## config.mk

```make
export PLATFORM = sky130hd
export DESIGN_NAME = mul32_64_seq
export DESIGN_NICKNAME = d
export VERILOG_FILES = /design/src/rtl/mul_pkg.sv /design/src/rtl/mul_step.sv /design/src/rtl/mul32_64_seq.sv
export SDC_FILE = /design/constraint.sdc
export NUM_CORES = 1
export LEC_CHECK = 0
export CORE_ASPECT_RATIO = 1.4
export CORE_MARGIN = 3
export CORE_UTILIZATION = 30
export CTS_CLUSTER_DIAMETER = 100
export DETAILED_ROUTE_END_ITERATION = 12
export MAX_ROUTING_LAYER = met4
export PLACE_DENSITY = 0.55
export SYNTH_ARGS = -nofsm -noshare
export SYNTH_HDL_FRONTEND = slang
export SYNTH_SLANG_ARGS = --single-unit
```

## constraint.sdc

```tcl
create_clock -name clk -period 2.9 [get_ports clk]
set_input_delay 0.58 -clock clk [delete_from_list [all_inputs] [get_ports clk]]
set_output_delay 0.58 -clock clk [all_outputs]
set_load 0.005 [all_outputs]
```

## src/rtl/mul_pkg.sv

```systemverilog
// Shared definitions for the sequential multiplier and the downstream
// divider controller: FSM state encodings and default widths.
package mul_pkg;

  localparam int DEF_WIDTH = 32;
  localparam int DEF_CNT_W = 6;

  typedef enum logic [1:0] {
    S_IDLE = 2'd0,
    S_RUN  = 2'd1,
    S_DONE = 2'd2
  } mul_state_t;

endpackage

```

## src/rtl/mul_step.sv

```systemverilog
// One shift-add partial-product step: conditionally add the multiplicand
// into the accumulator, then shift {carry,acc,mq} right by one so the
// carry lands in the MSB of acc.
module mul_step #(
  parameter int WIDTH = 32
) (
  input  logic [WIDTH-1:0] acc,
  input  logic [WIDTH-1:0] mq,
  input  logic [WIDTH-1:0] mcand,
  output logic [WIDTH-1:0] acc_next,
  output logic [WIDTH-1:0] mq_next
);

  logic [WIDTH:0] sum;

  // Add-then-shift datapath for a single multiplier bit.
  always_comb begin
    sum = {1'b0, acc} + (mq[0] ? {1'b0, mcand} : {(WIDTH+1){1'b0}});
    {acc_next, mq_next} = {sum, mq[WIDTH-1:1]};
  end

endmodule

```

## src/rtl/mul32_64_seq.sv

```systemverilog
// Sequential shift-add multiplier, WIDTH x WIDTH -> 2*WIDTH, one bit per
// clock, with a start/busy/done handshake. Produces the dividend for the
// downstream divider.
// Optional build macro: MUL_SIGNED_EN (two's complement A, B and P).
module mul32_64_seq
  import mul_pkg::*;
#(
  parameter int WIDTH = DEF_WIDTH,
  parameter int CNT_W = DEF_CNT_W
) (
  input  logic                 clk,
  input  logic                 rst,
  input  logic                 start,
  input  logic [WIDTH-1:0]     A,
  input  logic [WIDTH-1:0]     B,
  output logic                 busy,
  output logic                 done,
  output logic [2*WIDTH-1:0]   P
);

  localparam logic [CNT_W-1:0] LAST_CNT = CNT_W'(WIDTH - 1);

  mul_state_t          state;
  logic [CNT_W-1:0]    count;
  logic [WIDTH-1:0]    acc;
  logic [WIDTH-1:0]    mq;
  logic [WIDTH-1:0]    mcand;
  logic [WIDTH-1:0]    acc_next;
  logic [WIDTH-1:0]    mq_next;
  logic [WIDTH-1:0]    a_load;
  logic [WIDTH-1:0]    b_load;
  logic [2*WIDTH-1:0]  result;

  mul_step #(.WIDTH(WIDTH)) u_step (
    .acc      (acc),
    .mq       (mq),
    .mcand    (mcand),
    .acc_next (acc_next),
    .mq_next  (mq_next)
  );

`ifdef MUL_SIGNED_EN
  logic neg;

  // Operands enter the unsigned core as magnitudes; the most negative value
  // maps onto its own bit pattern, which is the correct unsigned magnitude.
  always_comb begin
    a_load = A[WIDTH-1] ? -A : A;
    b_load = B[WIDTH-1] ? -B : B;
    result = neg ? -{acc_next, mq_next} : {acc_next, mq_next};
  end

  // Result sign is fixed at accept time so operands may change during RUN.
  always_ff @(posedge clk) begin
    if (rst) begin
      neg <= 1'b0;
    end else if (state == S_IDLE && start) begin
      neg <= A[WIDTH-1] ^ B[WIDTH-1];
    end
  end
`else
  // Unsigned build: operands and result pass straight through.
  always_comb begin
    a_load = A;
    b_load = B;
    result = {acc_next, mq_next};
  end
`endif

  // Control FSM, iteration counter and datapath registers with registered
  // busy/done; the product register only changes on the final RUN edge.
  always_ff @(posedge clk) begin
    if (rst) begin
      state <= S_IDLE;
      count <= '0;
      acc   <= '0;
      mq    <= '0;
      mcand <= '0;
      P     <= '0;
      busy  <= 1'b0;
      done  <= 1'b0;
    end else begin
      case (state)
        S_IDLE: begin
          busy <= 1'b0;
          done <= 1'b0;
          if (start) begin
            mcand <= a_load;
            mq    <= b_load;
            acc   <= '0;
            count <= '0;
            busy  <= 1'b1;
            state <= S_RUN;
          end
        end
        S_RUN: begin
          acc   <= acc_next;
          mq    <= mq_next;
          count <= count + 1'b1;
          if (count == LAST_CNT) begin
            P     <= result;
            done  <= 1'b1;
            state <= S_DONE;
          end
        end
        S_DONE: begin
          busy  <= 1'b0;
          done  <= 1'b0;
          state <= S_IDLE;
        end
        default: begin
          busy  <= 1'b0;
          done  <= 1'b0;
          state <= S_IDLE;
        end
      endcase
    end
  end

endmodule

```

* Word level (Yosys, flattened, before mapping)
Cells that the tools add are included.
W data, S select, Z words.
** Storage, ports and cells
- Register bits after elaboration :: 170
- Input bits :: 67
- Word-level logic and storage cells :: 34
** Cells by class
- Add/subtract/negate cells :: 2
- Equality and inequality tests :: 4
- Mux-type cells :: 12
- Bitwise operators :: 1
- Reduce and logical (&&, ||, !) cells :: 7
** Operators with widths (number)
- $pmux W32 S2 :: 2
- $mux W32 :: 3
- $add A32 B33 Y33 :: 1
- $pmux W6 S2 :: 1
- $reduce_and A2 Y1 :: 4
- $add A6 B1 Y6 const B :: 1
- $eq A6 B5 Y1 const B :: 1
- $mux W6 :: 1
- $mux W2 :: 2
- $ne A2 B2 Y1 const B :: 2
- $pmux W2 S2 :: 1
- $eq A2 B1 Y1 const B :: 1
- $logic_not A2 Y1 :: 1
- $pmux W1 S2 :: 1
- $reduce_bool A2 Y1 :: 1
- $reduce_or A2 Y1 :: 1
- $mux W1 :: 1
- $not A1 Y1 :: 1

* Logic depth before layout (Yosys ltp)
Gate-level depths: netlist of the first run.
- Depth in word-level cells :: 3
- Depth in mapped cells :: 11
- Depth with buffers taken out :: 10

* Cells and area by module
From an unflattened synthesis of the first run, not the netlist that was laid out.
** Second synthesis, totals
- Cell total of the unflattened synthesis :: 1067
- Area total of the unflattened synthesis :: 9331.4 sq um
** By module, submodules not included
- mul32_64_seq :: times used 1, cells each 746, area each 7109.3 sq um, sequential area each 3403.3 sq um
- mul_step :: times used 1, cells each 321, area each 2222.1 sq um, sequential area each 0.0 sq um

* Worst setup path before layout of the first run
Ideal clock, no wire load.
- Path kind :: flip-flop to flip-flop
- Start point :: register mq[0]
- End point :: register acc[29]
- Arrival :: 2.520 ns
- Data required time :: 2.783 ns
- Slack :: 0.263 ns
- Cell stages (with the launch flop) :: 12
- Cells stage by stage :: dfxtp_1 -> clkbuf_1 -> and2_1 -> ha_1 -> clkbuf_1 -> a21o_1 -> a31oi_1 -> o21ai_0 -> a221o_1 -> a41o_1 -> xor2_1 -> a22o_1
** Between the ends
- Cells in the longest elaborated chain, start to end :: 3
** RTL lines
- start: declaration :: line mul32_64_seq.sv:26 : logic [WIDTH-1:0] mq;
- start signal: assignment :: line mul32_64_seq.sv:89 : mq <= b_load;
- start signal: assignment :: line mul32_64_seq.sv:98 : mq <= mq_next;
- $mux W32 :: line mul_step.sv:18 : sum = {1'b0, acc} + (mq[0] ? {1'b0, mcand} : {(WIDTH+1){1'b0}});
- $add A32 B33 Y33 :: line mul_step.sv:18
- $pmux W32 S2 :: line mul32_64_seq.sv:83 : case (state)
- end signal: assignment :: line mul32_64_seq.sv:97 : acc <= acc_next;
- end: declaration :: line mul32_64_seq.sv:25 : logic [WIDTH-1:0] acc;
Every way passes these cells.
A chain may end at the register's enable or synchronous reset.

* Final worst setup path of the first run
- Start point :: register mq[0]
- End point :: register acc[30]
Same word-level chain as after synthesis.

==> reports/summary.md, run 1 <==
Across all setup checks in the final design, the least slack found is 0.128 ns. At the end of routability-driven placement, the weighted congestion stood at 0.892. The yosys synthesis warning count came out at 0.

The fraction of final layout cells sized beyond drive strength 1 was 10.2%. Dividing the detail-routed wire length by the instance count gives 17.2 µm. The tools report the violation count after the first detailed-routing iteration as 321. The cell count after synthesis came out at 939. The hold violation count in the final report is 0, and the worst-skew pair later-pin latency is 0.44 ns. The level count of the clock H-tree is 4, and the number of buffers on the longest clock path is 2.

The number of antenna violations at the first check in global routing was 0. The synthesized netlist devotes 18.5% of its cell area to simple gates. Dividing total power by cell area gives a power density of 507 mW/mm².

Wires add up to 24.0 mm. On the final layout, the worst hold slack is 0.450 ns. Counting flops with a built-in enable in the synthesized netlist gives 0.

met2 is the most crowded layer. The number of buffers created by CTS came out at 17. For the post-DP HPWL, the log shows 17.0 mm. The number of optimization iterations in the first detailed-route pass came out at 4.

The relative max-transition margin was 34.9%. The count of antenna-violating nets left after detailed routing came out at 0. For this block, the via count after detailed routing is 7247.

The count of unresolved DRC violations after routing came out at 0. The async set-reset flop share out of synthesis is 0%, and the count of final max-slew check failures is 0. The run gives 0.361 GHz as the achievable clock frequency. The die covers 0.0283 mm². Setup repair after global routing could not meet its margin everywhere. For this run, global-route usage on met2 was measured as 30.5%. The reported leakage power was 4.15 nW.

Yosys attributes the largest share of cell area to dfxtp_1, nand2_1, a21oi_1. The flow ran to the end, and the final reports show no timing, DRC or antenna violations. The finished cells cover 0.0105 mm².

The placed instances occupy a cell area of 0.00974 mm². For the final net count, the log shows 1170. Once the floorplan was initialized, standard cells occupied 30.8% of the core. Of all cell types, the one taking the most synthesized area is dfxtp_1.

The clock slew at the register clock pins of the worst setup and hold paths came out at 0.07 ns. The core region is 0.0256 mm². Core utilization of the finished layout: 40.8%. The proportion of power drawn by combinational gates was 7.9%.

Across the routed clock network, the largest skew measured is 0.0188 ns. After global routing the overflow that remains totals 0. A synthesized cell averages 8.41 µm².

The number of setup buffers added after CTS came out at 0. After floorplanning, the core was divided into 69 placement rows. Counting flops and latches in the post-synthesis netlist gives 170.

The main combinational cell family by area after synthesis was compound AO/OA/AOI/OAI gates. Predominant post-synthesis flop cell: dfxtp_1. Counting the fill cells in the layout gives 2576. For met1 alone, demand over resource in global routing was 20.0%.

The count of final setup violators was 0; the maximum number of pins on one net before global-route repair was 39. The number of max-cap violations was 0; the number of top-level pins was 133. The worst setup path is launched from a register. For the sequential-to-total area share from yosys stat, the log shows 43.1%. The top cell type by area accounts for 43.1% of the synthesized area. The worst path uses 95.6% of the clock period. For this design the total switching power over the nets is 1.32 mW.

In the global route stage, overall resource usage came out at 17.5%. Layout-stage area growth over the synthesis result: 32.6%. The post-synthesis share of cell area spent on xor and xnor gates is 2.66%, and the die width is 143 µm. The endpoint kind of the worst setup timing path was a register. The share of total power dissipated in the clock network is 46.1%. TritonCTS built the clock tree. The height of the die is 198 µm. Met3 demand-to-capacity share in global routing: 3.72%. Of the total synthesized cell area, the portion taken by full adders, half adders and majority gates is 5.48%. The internal power is 3.98 mW, and the total of buffers placed on input and output ports is 132. The number of nets in the synthesized netlist is 1040.

The switching portion of total power came out at 24.9%. Worst ir drop on vdd: 421 µV. OpenSTA, run right after detailed placement, puts the worst setup slack at 0.0135 ns. Registers are responsible for 46.0% of the overall power.

The time the final worst path needs with I/O delays and setup was 2.77 ns. The number of antenna diodes in the final layout is 0. Synthesis instantiated 61 different standard cells from the library. Class of the most critical hold timing path: reg -> reg. The signal arrival time at the worst endpoint was 3.10 ns; the transition at the pin with the smallest max-transition slack was 0.972 ns. The wire length of the first global-routing pass was 38.6 mm. At the worst endpoint, the required time is 3.23 ns.

Of all nets on the critical path, the largest fanout is 16. The tree built by TritonCTS fans out to 170 sinks. The tools report the root cell of the clock tree as clkbuf_16. For the number of global-route vias before repair, the log shows 7479.

Start-to-end type of the worst setup path: reg -> reg. The tools report the total power after layout as 5.31 mW. Using the TritonRoute via totals, the vias-per-cell ratio works out to 5.17. Total standard cell area after synthesis: 0.00790 mm². The post-synthesis compound-gate area fraction was 26.0%; the portion of netlist area occupied by mux cells was 0.507%.
==> synthesized netlist by cell type, types with 4 or more instances <==
master,number
o21ai_0,27
xor2_1,11
nand2_1,186
a31o_2,4
ha_1,33
and2_1,39
buf_1,6
o21a_1,7
a21o_1,11
a21oi_1,131
nand4_1,14
nand3_1,15
mux2i_1,4
buf_2,4
xnor2_1,13
clkbuf_1,58
nor2_1,24
a22o_1,53
or3_1,6
a22oi_1,34
nor3_1,9
and3_1,6
a211oi_1,4
and4_1,4
inv_1,8
a31oi_1,4
dfxtp_1,170
==> through the flow <==
step | instances | TNS (ns)
after floorplan | 939 | 0
after global placement | 1368 | 0
after detailed placement | 1368 | 0
after CTS | 1400 | 0
after global routing | 1401 | -0.0226
final | 1401 | 0
==> placed cells by master (no fill, tap or decap), drive strengths merged, types with 3 or more instances in the layout <==
master         synthesis  final
a31o                   4      4
bufinv                 0      3
a22o                  53     53
clkdlybuf4s50          0    131
a211o                  3      3
or4                    3      3
xnor2                 13     13
and2                  39     39
buf                   10     48
a22oi                 34     34
a221oi                 3      3
ha                    33     33
o21ai                 28     28
nand2b                 3      3
and4                   4      4
and3                   6      6
clkbuf                59     20
o21a                   7      7
nand3                 15     15
a211oi                 5      5
nor3                   9      9
nor2                  24     24
or2                    3      3
o211ai                 3      3
a21oi                131    131
nand4                 14     14
dfxtp                170    170
xor2                  11     11
a31oi                  4      4
nand2                186    186
or3                    7      7
mux2i                  4      4
inv                    8     14
a21boi                 3      3
a21o                  11     11
==> timing repair <==
item,in CTS,in global routing
gates cloned,0,1
resized for setup,1,22
hold buffers,0,0
setup endpoints to repair,2,22
pin swaps,0,1
==> registers in the layout, indices dropped and copies added, names as in the netlist <==
name   cells
state      2
mcand     32
count      6
P         64
done       1
mq        32
acc       32
busy       1
==> path summary, 6_finish.rpt <==
path / start / to / slack (ns) / cells after the start
worst max register to register: mq[0]$_SDFFE_PP0P_ / acc[30]$_SDFFE_PP0P_ / 0.13 / 10
worst min-delay path: mcand[27]$_SDFFE_PP0P_ / mcand[27]$_SDFFE_PP0P_ / 0.45 / 2
worst max-delay path: mq[0]$_SDFFE_PP0P_ / acc[30]$_SDFFE_PP0P_ / 0.13 / 10
worst min register to register: mcand[27]$_SDFFE_PP0P_ / mcand[27]$_SDFFE_PP0P_ / 0.45 / 2
==> routing by layer <==
layer | vias up | wire length [µm]
met1 | 3444 | 10500
met5 | - | 0
met2 | 147 | 12100
met3 | 31 | 957
li1 | 3625 | -
met4 | 0 | 501
==> power by group through the flow <==
stage	logic (mW)	registers (mW)	clock network, mW
final	0.417	2.44	2.45
after global routing	0.461	2.45	2.60
after CTS	0.418	2.44	2.51
after detailed placement	0.417	2.50	0
after global placement	0.414	2.50	0
after floorplan	0.220	2.48	0
==> cells by family (layout without fill, tap and decap cells) <==
kind of cell,count (synthesis),after routing
flip-flops,170,170
multiplexers,4,4
AO/OA/AOI/OAI,312,312
adder cells (fa/ha/maj),34,34
buffers and inverters,77,220
XOR/XNOR,24,24
AND/OR/NAND/NOR,318,318
==> critical path, stage by stage (launching register included) <==
cell and delay (ns):
dfxtp_4 0.37, clkbuf_16 0.18, and2_1 0.18, ha_1 0.45
buf_4 0.21, nand4_1 0.14, or3_1 0.35, nor3_1 0.23
o21ai_2 0.13, mux2i_1 0.14, a211o_1 0.26
==> cell type report <==
cell class	instances	area (µm²)	share of cell area, %
clock inverter	13	179	1.71
sequential	170	3410	32.5
clock buffer	19	443	4.23
tap	319	399	3.81
multi-input combinational	692	4300	41.1
timing repair buffer	180	1710	16.3
inverter	8	30.0	0.287
Power figures use the tool's default switching activity.
==> run 2: changes to the inputs <==
CTS_CLUSTER_SIZE = 20   (was not set)
==> results of run 2 <==
No change in the layout: final DEF, timing and power equal those of run 1.
